### config.mk
export PLATFORM = sky130hd
export DESIGN_NAME = io_intr_controller
export DESIGN_NICKNAME = d
export VERILOG_FILES = /design/src/rtl/io_intr_controller.sv
export SDC_FILE = /design/constraint.sdc
export NUM_CORES = 1
export LEC_CHECK = 0
export BUFFER_PORTS_ARGS = -buffer_cell sky130_fd_sc_hd__buf_2
export CELL_PAD_IN_SITES_DETAIL_PLACEMENT = 1
export CELL_PAD_IN_SITES_GLOBAL_PLACEMENT = 1
export CORE_MARGIN = 2
export CORE_UTILIZATION = 23
export CTS_CLUSTER_DIAMETER = 150
export DETAILED_ROUTE_END_ITERATION = 8
export GPL_ROUTABILITY_DRIVEN = 0
export PLACE_DENSITY_LB_ADDON = 0.1
export SYNTH_ARGS = -nofsm -noshare
export SYNTH_HDL_FRONTEND = slang
export SYNTH_SLANG_ARGS = --single-unit
### constraint.sdc
create_clock -name clk -period 1.5 [get_ports clk]
set_input_delay 0.15 -clock clk [delete_from_list [all_inputs] [get_ports clk]]
set_output_delay 0.15 -clock clk [all_outputs]
set_load 0.02 [all_outputs]
### src/rtl/io_intr_controller.sv
// io_intr_controller: prioritized interrupt controller on the IO bus.
// Latches source edges into PEND, applies MASK, and raises intr for the
// lowest-index unmasked pending source. On intr_ack it latches that source's
// vector and keeps it in service until software writes EOI.
module io_intr_controller #(
  parameter int          NUM_SRC  = 4,
  parameter logic [31:0] VEC_BASE = 32'h0000_03C0
) (
  input  logic               clk,
  input  logic               rst,
  input  logic [NUM_SRC-1:0] src_irq,
  input  logic               io_cs,
  input  logic               io_wr,
  input  logic               io_rd,
  input  logic [11:0]        Address,
  input  logic [31:0]        D_In,
  output logic [31:0]        D_Out,
  output logic               intr,
  input  logic               intr_ack,
  output logic               in_service
);

  typedef enum logic [1:0] {
    IDLE    = 2'd0,
    REQ     = 2'd1,
    SERVICE = 2'd2
  } state_t;

  localparam logic [1:0] REG_PEND = 2'd0;
  localparam logic [1:0] REG_MASK = 2'd1;
  localparam logic [1:0] REG_VEC  = 2'd2;
  localparam logic [1:0] REG_EOI  = 2'd3;

  state_t             state_q, state_d;
  logic [NUM_SRC-1:0] pend_q, pend_d;
  logic [NUM_SRC-1:0] mask_q, mask_d;
  logic [NUM_SRC-1:0] src_prev_q;
  logic [31:0]        vec_q, vec_d;

  logic [1:0]         reg_sel;
  logic               wr_en;
  logic [NUM_SRC-1:0] src_rise;
  logic [NUM_SRC-1:0] cands;
  logic [NUM_SRC-1:0] cand_onehot;
  logic               any_cand;
  logic [2:0]         cand_id;
  logic               ack_take;
  logic               eoi_wr;
  logic [NUM_SRC-1:0] w1c_bits;
  logic [NUM_SRC-1:0] ack_bits;

  // Upper data bits and the byte/unused address bits carry no meaning here.
  logic unused_bits;
  assign unused_bits = ^{D_In[31:NUM_SRC], Address[11:4], Address[1:0]};

  assign reg_sel     = Address[3:2];
  assign wr_en       = io_cs & io_wr;
  assign src_rise    = src_irq & ~src_prev_q;
  assign cands       = pend_q & ~mask_q;
  assign any_cand    = |cands;
  // Isolate the lowest set bit: that is the highest-priority candidate.
  assign cand_onehot = cands & (~cands + NUM_SRC'(1));
  assign ack_take    = (state_q == REQ) & intr_ack & any_cand;
  assign eoi_wr      = wr_en & (reg_sel == REG_EOI);
  assign w1c_bits    = (wr_en && reg_sel == REG_PEND) ? D_In[NUM_SRC-1:0] : '0;
  assign ack_bits    = ack_take ? cand_onehot : '0;

  // Encode the lowest-index candidate as a small id (0 when none).
  always_comb begin
    cand_id = 3'd0;
    for (int i = NUM_SRC - 1; i >= 0; i--) begin
      if (cands[i]) cand_id = 3'(i);
    end
  end

  // Pending and mask next state; a new edge beats a same-cycle clear.
  always_comb begin
    pend_d = (pend_q & ~w1c_bits & ~ack_bits) | src_rise;
    mask_d = (wr_en && reg_sel == REG_MASK) ? D_In[NUM_SRC-1:0] : mask_q;
  end

  // Request/service FSM next state and vector capture on acknowledge.
  always_comb begin
    state_d = state_q;
    vec_d   = vec_q;
    unique case (state_q)
      IDLE: begin
        if (any_cand) state_d = REQ;
      end
      REQ: begin
        if (ack_take) begin
          state_d = SERVICE;
          vec_d   = VEC_BASE + {27'd0, cand_id, 2'b00};
        end else if (!any_cand) begin
          state_d = IDLE;
        end
      end
      SERVICE: begin
        if (eoi_wr) state_d = IDLE;
      end
      default: state_d = IDLE;
    endcase
  end

  // State registers, cleared asynchronously.
  always_ff @(posedge clk or posedge rst) begin
    if (rst) begin
      state_q    <= IDLE;
      pend_q     <= '0;
      mask_q     <= '1;
      src_prev_q <= '0;
      vec_q      <= '0;
    end else begin
      state_q    <= state_d;
      pend_q     <= pend_d;
      mask_q     <= mask_d;
      src_prev_q <= src_irq;
      vec_q      <= vec_d;
    end
  end

  // CPU handshake outputs decoded straight from the state register.
  assign intr       = (state_q == REQ);
  assign in_service = (state_q == SERVICE);

  // Read mux; drives zero when not selected so the bus can be OR-muxed.
  always_comb begin
    D_Out = 32'h0;
    if (io_cs && io_rd) begin
      unique case (reg_sel)
        REG_PEND: D_Out[NUM_SRC-1:0] = pend_q;
        REG_MASK: D_Out[NUM_SRC-1:0] = mask_q;
        REG_VEC:  D_Out = in_service ? vec_q : {any_cand, 23'd0, 5'd0, cand_id};
        default:  D_Out = 32'h0;
      endcase
    end
  end

endmodule

## Yosys cells after proc, flatten, opt, wreduce, memory -nomap -nowiden

Index checks and enable logic that the tools add are counted.

- Input port bits: 54
- Bits in registers: 46
- Logic and storage cells: 53

- Reductions and logical operators: 8
- Add/subtract/negate cells: 2
- Equal/unequal tests: 8
- Multiplexer cells: 15
- Bitwise logic cells: 15

Operator list:

| cell | count |
|---|---|
| $mux W32 | 2 |
| $mux W28 | 1 |
| $and A4 B4 Y4 | 5 |
| $not A4 Y4 | 5 |
| $pmux W4 S3 | 1 |
| $add A10 B5 Y11 const A | 1 |
| $mux W2 | 5 |
| $mux W3 | 3 |
| $mux W4 | 2 |
| $eq A2 B2 Y1 const B | 3 |
| $pmux W2 S3 | 1 |
| $add A4 B1 Y4 const B | 1 |
| $and A1 B1 Y1 | 4 |
| $eq A2 B1 Y1 const B | 2 |
| $logic_not A2 Y1 | 2 |
| $or A4 B4 Y4 | 1 |
| $reduce_or A4 Y1 | 1 |
| $logic_and A1 B1 Y1 | 3 |
| $ne A3 B2 Y1 const B | 1 |
| $reduce_and A3 Y1 | 1 |
| $ne A2 B1 Y1 const B | 1 |
| $ne A2 B2 Y1 const B | 1 |
| $reduce_and A2 Y1 | 1 |

## Depth between registers and ports, before layout

- Word-level depth: 9
- Mapped depth: 5
- Gate-level depth less buffers: 5

## Worst setup path after synthesis

Ideal clock, no wire load.

- Path kind: flip-flop to output port
- Start point: register state_q[0]
- End point: output D_Out[31]
- Setup slack: -0.158 ns
- Arrival time: 1.508 ns
- Cell stages (with the launch flop): 5
- Data required time: 1.350 ns
- Cells stage by stage: dfrtp_1 nand2b_1 inv_1 nor3b_1 nor3b_1

- Cells in the longest elaborated chain, start to end: 4

Ends and longest elaborated chain:

| element | RTL line | RTL |
|---|---|---|
| start: declaration | 34 | `state_t state_q, state_d;` |
| start signal: assignment | 114 | `state_q <= state_d;` |
| $eq A2 B2 Y1 | 124 | `assign in_service = (state_q == SERVICE);` |
| via in_service | 20 | `output logic in_service` |
| $mux W32 | 133 | `REG_VEC: D_Out = in_service ? vec_q : {any_cand, 23'd0, 5'd0, cand_id};` |
| $mux W28 | 130 | `unique case (reg_sel)` |
| $mux W32 | 129 | `if (io_cs && io_rd) begin` |
| end: declaration | 17 | `output logic [31:0] D_Out,` |

The timed path passes the listed nets, and every way through them passes these cells.

## Worst setup path in the final report

- Start point: register mask_q[1]
- End point: register pend_q[3]

- Cells in the longest elaborated chain, start to end: 9
- Elaborated cells between the ends (all ways): 11
- Classes of those cells: add/sub (1); mux (1); bitwise (8); reduce/logical (1)

Ends and longest elaborated chain:

| element | RTL line | RTL |
|---|---|---|
| start: declaration | 36 | `logic [NUM_SRC-1:0] mask_q, mask_d;` |
| start signal: assignment | 116 | `mask_q <= mask_d;` |
| $not A4 Y4 (*) | 59 | `assign cands = pend_q & ~mask_q;` |
| $and A4 B4 Y4 (*) | 59 |  |
| $not A4 Y4 | 62 | `assign cand_onehot = cands & (~cands + NUM_SRC'(1));` |
| $add A4 B1 Y4 | 62 |  |
| $and A4 B4 Y4 | 62 |  |
| $mux W4 (*) | 66 | `assign ack_bits = ack_take ? cand_onehot : '0;` |
| $not A4 Y4 (*) | 78 | `pend_d = (pend_q & ~w1c_bits & ~ack_bits) \| src_rise;` |
| $and A4 B4 Y4 (*) | 78 |  |
| $or A4 B4 Y4 (*) | 78 |  |
| via pend_d[3] | 35 | `logic [NUM_SRC-1:0] pend_q, pend_d;` |
| end signal: assignment | 115 | `pend_q <= pend_d;` |
| end: declaration | 35 |  |

The timed path passes the listed nets; every way through them passes the cells marked *.
A chain may end at the register's enable or synchronous reset.

==> run_results.csv <==
group,metric,value,unit
layout,multi_input_area,598.1,µm²
logic_synthesis,synth_compound_area_frac,0.1126,
timing,min_period,1.627,ns
layout,fin_nets,217,
grt,grt_first_pass_wirelength,4.340,mm
logic_synthesis,yosysSeqAreaShare,0.3954,
timing,hold_violations,9,
pwr,pwr_density_cell,1358,nW/µm²
drt,drt_iter0_drc,18,
placement,dpl.cell_count,205,
timing,setup_violations,6,
worst_setup_path,arrival,1.77,ns
pwr,comb_power_share,0.492,
drt,via_per_inst,4.204,
drt,drc,0,
job,maxCapViolCount,0,
die,core-area,4629,µm²
pwr,internal_power,0.001294,W
worst_setup_path,cp_slowest_cell,"dfstp_2",
worst_setup_path,critical_path_class,"flip-flop to flip-flop",
timing,maxSlewHeadroom,0.5361,
logic_synthesis,synth_xor_area_frac,0,
die,die_area,5299,µm²
layout,layout_common_cells,"buf_4 (25), conb_1 (23), buf_2 (17)",
clocking,cts_tree,"done",
clocking,htreeDepth,1,
timing,tightestPinTransition,0.6951,ns
layout,layoutNonFillerInstCount,216,
outcome,status,"complete, but fails checks",
placement,post-place-ws,-0.05283,ns
clocking,clkSinkCount,17,
pwr,p_sw_frac,0.3570,
logic_synthesis,synth_top_family_by_area,"buffers and inverters",
logic_synthesis,synthAdderAreaFrac,0,
timing,layout_setup_ws,-0.1266,ns
pwr,switchingPower,0.0007184,W
pwr,vdd_drop_max,0.4595,mV
worst_setup_path,crit-reg2reg-launch,"mask_q[1]",
clocking,clock_path_buffers,2,
timing,fmax,614.8,MHz
drt,drt_first_pass_iters,4,
layout,fillers,566,
layout,layout-drive-gt1-share,0.4630,
layout,fin_util,0.3200,
clocking,numCtsBuffers,3,
logic_synthesis,synth_area,1089,µm²
logic_synthesis,synth_cell_type_count,32,
worst_setup_path,critical_path_peak_fanout,4,
pwr,clkPwrFrac,0.171,
drt,wl_per_cell,12.72,µm
die,die_w,72.80,µm
pwr,totalPowerFinal,0.002012,W
clocking,clk_pin_slew,0.07,ns
layout,antenna_cells,0,
die,io_pins,88,
worst_setup_path,start_kind,"flip-flop",
layout,area_growth,36.09,%
die,initial_core_util,0.2351,
worst_setup_path,path_cells,"nand2b_4 > nand2_2 > or4_4 > a32o_1",
grt,gr-total-overflow,0,
die,die_h,72.80,µm
worst_setup_path,cpPeakStageDelay,0.53,ns
clocking,clock_latency,0.25,ns
logic_synthesis,yosys_warnings,0,
grt,grt_max_degree,18,
logic_synthesis,ys_ff_latch,17,
timing,period_share,1.084,
min_path,worstHoldPathType,"primary input to async pin",
worst_setup_path,critPathCaptureType,"flip-flop",
worst_setup_path,cp.required,1.64,ns
die,num_rows,25,
logic_synthesis,synth-simple-area-share,0.2023,
clocking,root_buffer,"clkbuf_8",
placement,port_buffers,26,
pwr,p_leak,0.7423,nW
clocking,cts_hold_buf,0,
layout,regArea,430.4,µm²
drt,ant_nets,0,
timing,whs,-0.004811,ns
timing,final.setup_skew,0.001953,ns
logic_synthesis,syn_inst,118,
pwr,p_seq_frac,0.337,
worst_setup_path,r2r_slack,-0.13,ns
logic_synthesis,synthMuxAreaShare,0.07816,
timing,rsz0062_at_grt,"yes",
logic_synthesis,avgSynthCellArea,9.225,µm²
grt,track_usage,0.1067,
worst_setup_path,startpoint,"mask_q[1]",
drt,vias,908,
layout,layout_commonest_cell,"buf_4",
outcome,violations,"hold timing, setup timing",
grt,antenna_found_initial,0,
placement,place_hpwl,2.118,mm
timing,finalMaxSlewViolations,0,
grt,grt_pass1_vias,932,
drt,drt_wl_total,2.748,mm
-- repair_timing --
action,in CTS,in global routing
endpoints found under the setup margin,10,13
buffers inserted,4,3
resized for setup,20,12
pin swaps,8,9
hold endpoints to repair,0,0
-- cell families (layout without fill, tap and decap cells) --
group | count (synthesis) | in the layout
AND/OR/NAND/NOR | 40 | 40
buffers and inverters | 34 | 56
AO/OA/AOI/OAI | 18 | 18
flip-flops | 17 | 17
multiplexers | 8 | 8
other | 1 | 23
-- worst max-delay path, delay by kind of cell, from the launching register on --
family	cells	cell delay (ns)
and+or+nand+nor	3	0.73
DFF	1	0.53
AOI/OAI and AO/OA	1	0.26
-- per-layer routing --
layer	part of all wire	global-route usage	up-vias
met3	0.037	0.01934	5
met1	0.43	0.1309	432
met4	0.013	0.03704	0
met2	0.52	0.1869	30
met5	0	0	-
li1	-	-	441
-- cell usage after synthesis, drive strengths merged --
| cell | number | area, µm² |
|---|---|---|
| mux2 | 4 | 45.04 |
| nor2b | 2 | 12.51 |
| nand4 | 2 | 12.51 |
| clkbuf | 1 | 3.750 |
| nand3 | 1 | 5.000 |
| nor3b | 3 | 22.52 |
| inv | 6 | 22.52 |
| nand2 | 8 | 30.03 |
| dfstp | 4 | 105.1 |
| a31oi | 4 | 25.02 |
| a32o | 2 | 20.02 |
| nor2 | 11 | 41.29 |
| conb | 1 | 3.750 |
| o21ai | 3 | 15.01 |
| a22o | 1 | 8.760 |
| or2 | 1 | 6.260 |
| and4 | 1 | 8.760 |
| and2 | 1 | 6.260 |
| a21o | 2 | 15.01 |
| nand3b | 1 | 20.02 |
| nand2b | 5 | 31.28 |
| nor3 | 2 | 10.01 |
| dfrtp | 13 | 325.3 |
| o31ai | 1 | 7.510 |
| buf | 27 | 200.2 |
| or3 | 1 | 6.260 |
| o22a | 1 | 8.760 |
| a21oi | 3 | 15.01 |
| mux2i | 4 | 40.04 |
| a211oi | 1 | 7.510 |
| or4 | 1 | 7.510 |
-- area by class of cell --
type | count | area share
Multi-Input combinational cell | 89 | 0.4037
Sequential cell | 17 | 0.2905
Timing Repair Buffer | 46 | 0.2145
Tap cell | 54 | 0.04561
Clock buffer | 4 | 0.03041
Inverter | 6 | 0.01520
-- final timing paths --
path / to / depth (start not counted)
worst max-delay path: pend_q[3] / 4
worst min-delay path: pend_q[2] / 2
worst max register to register: pend_q[3] / 4
worst min register to register: vec_q[8] / 1
max in group asynchronous: src_prev_q[1] / 2
min in group clk: src_prev_q[1] / 1
-- metrics by stage --
step | cell area, µm² | hold slack, ns | TNS, ns
final | 1481 | -0.004811 | -0.4486
after global routing | 1481 | 0.004383 | -1.388
after CTS | 1414 | 0.01016 | -0.9400
after floorplan | 1181 | 0.07315 | -0.03003
after global placement | 1272 | 0.2731 | -0.06541
after detailed placement | 1272 | 0.2786 | -0.05283
-- state kept, by name, summed over array words and instances, names as in the netlist --
register / count
pend_q: 4
src_prev_q: 4
vec_q: 3
mask_q: 4
state_q: 2
-- power by group through the flow --
stage / clock (W) / sequential [W] / combinational (W)
after CTS: 0.000368 / 0.000670 / 0.000893
after global routing: 0.000388 / 0.000692 / 0.00109
after detailed placement: 0 / 0.000679 / 0.000732
after floorplan: 0 / 0.000667 / 0.000496
after global placement: 0 / 0.000673 / 0.000721
final: 0.000344 / 0.000679 / 0.000990
(Power assumes the default switching activity.)
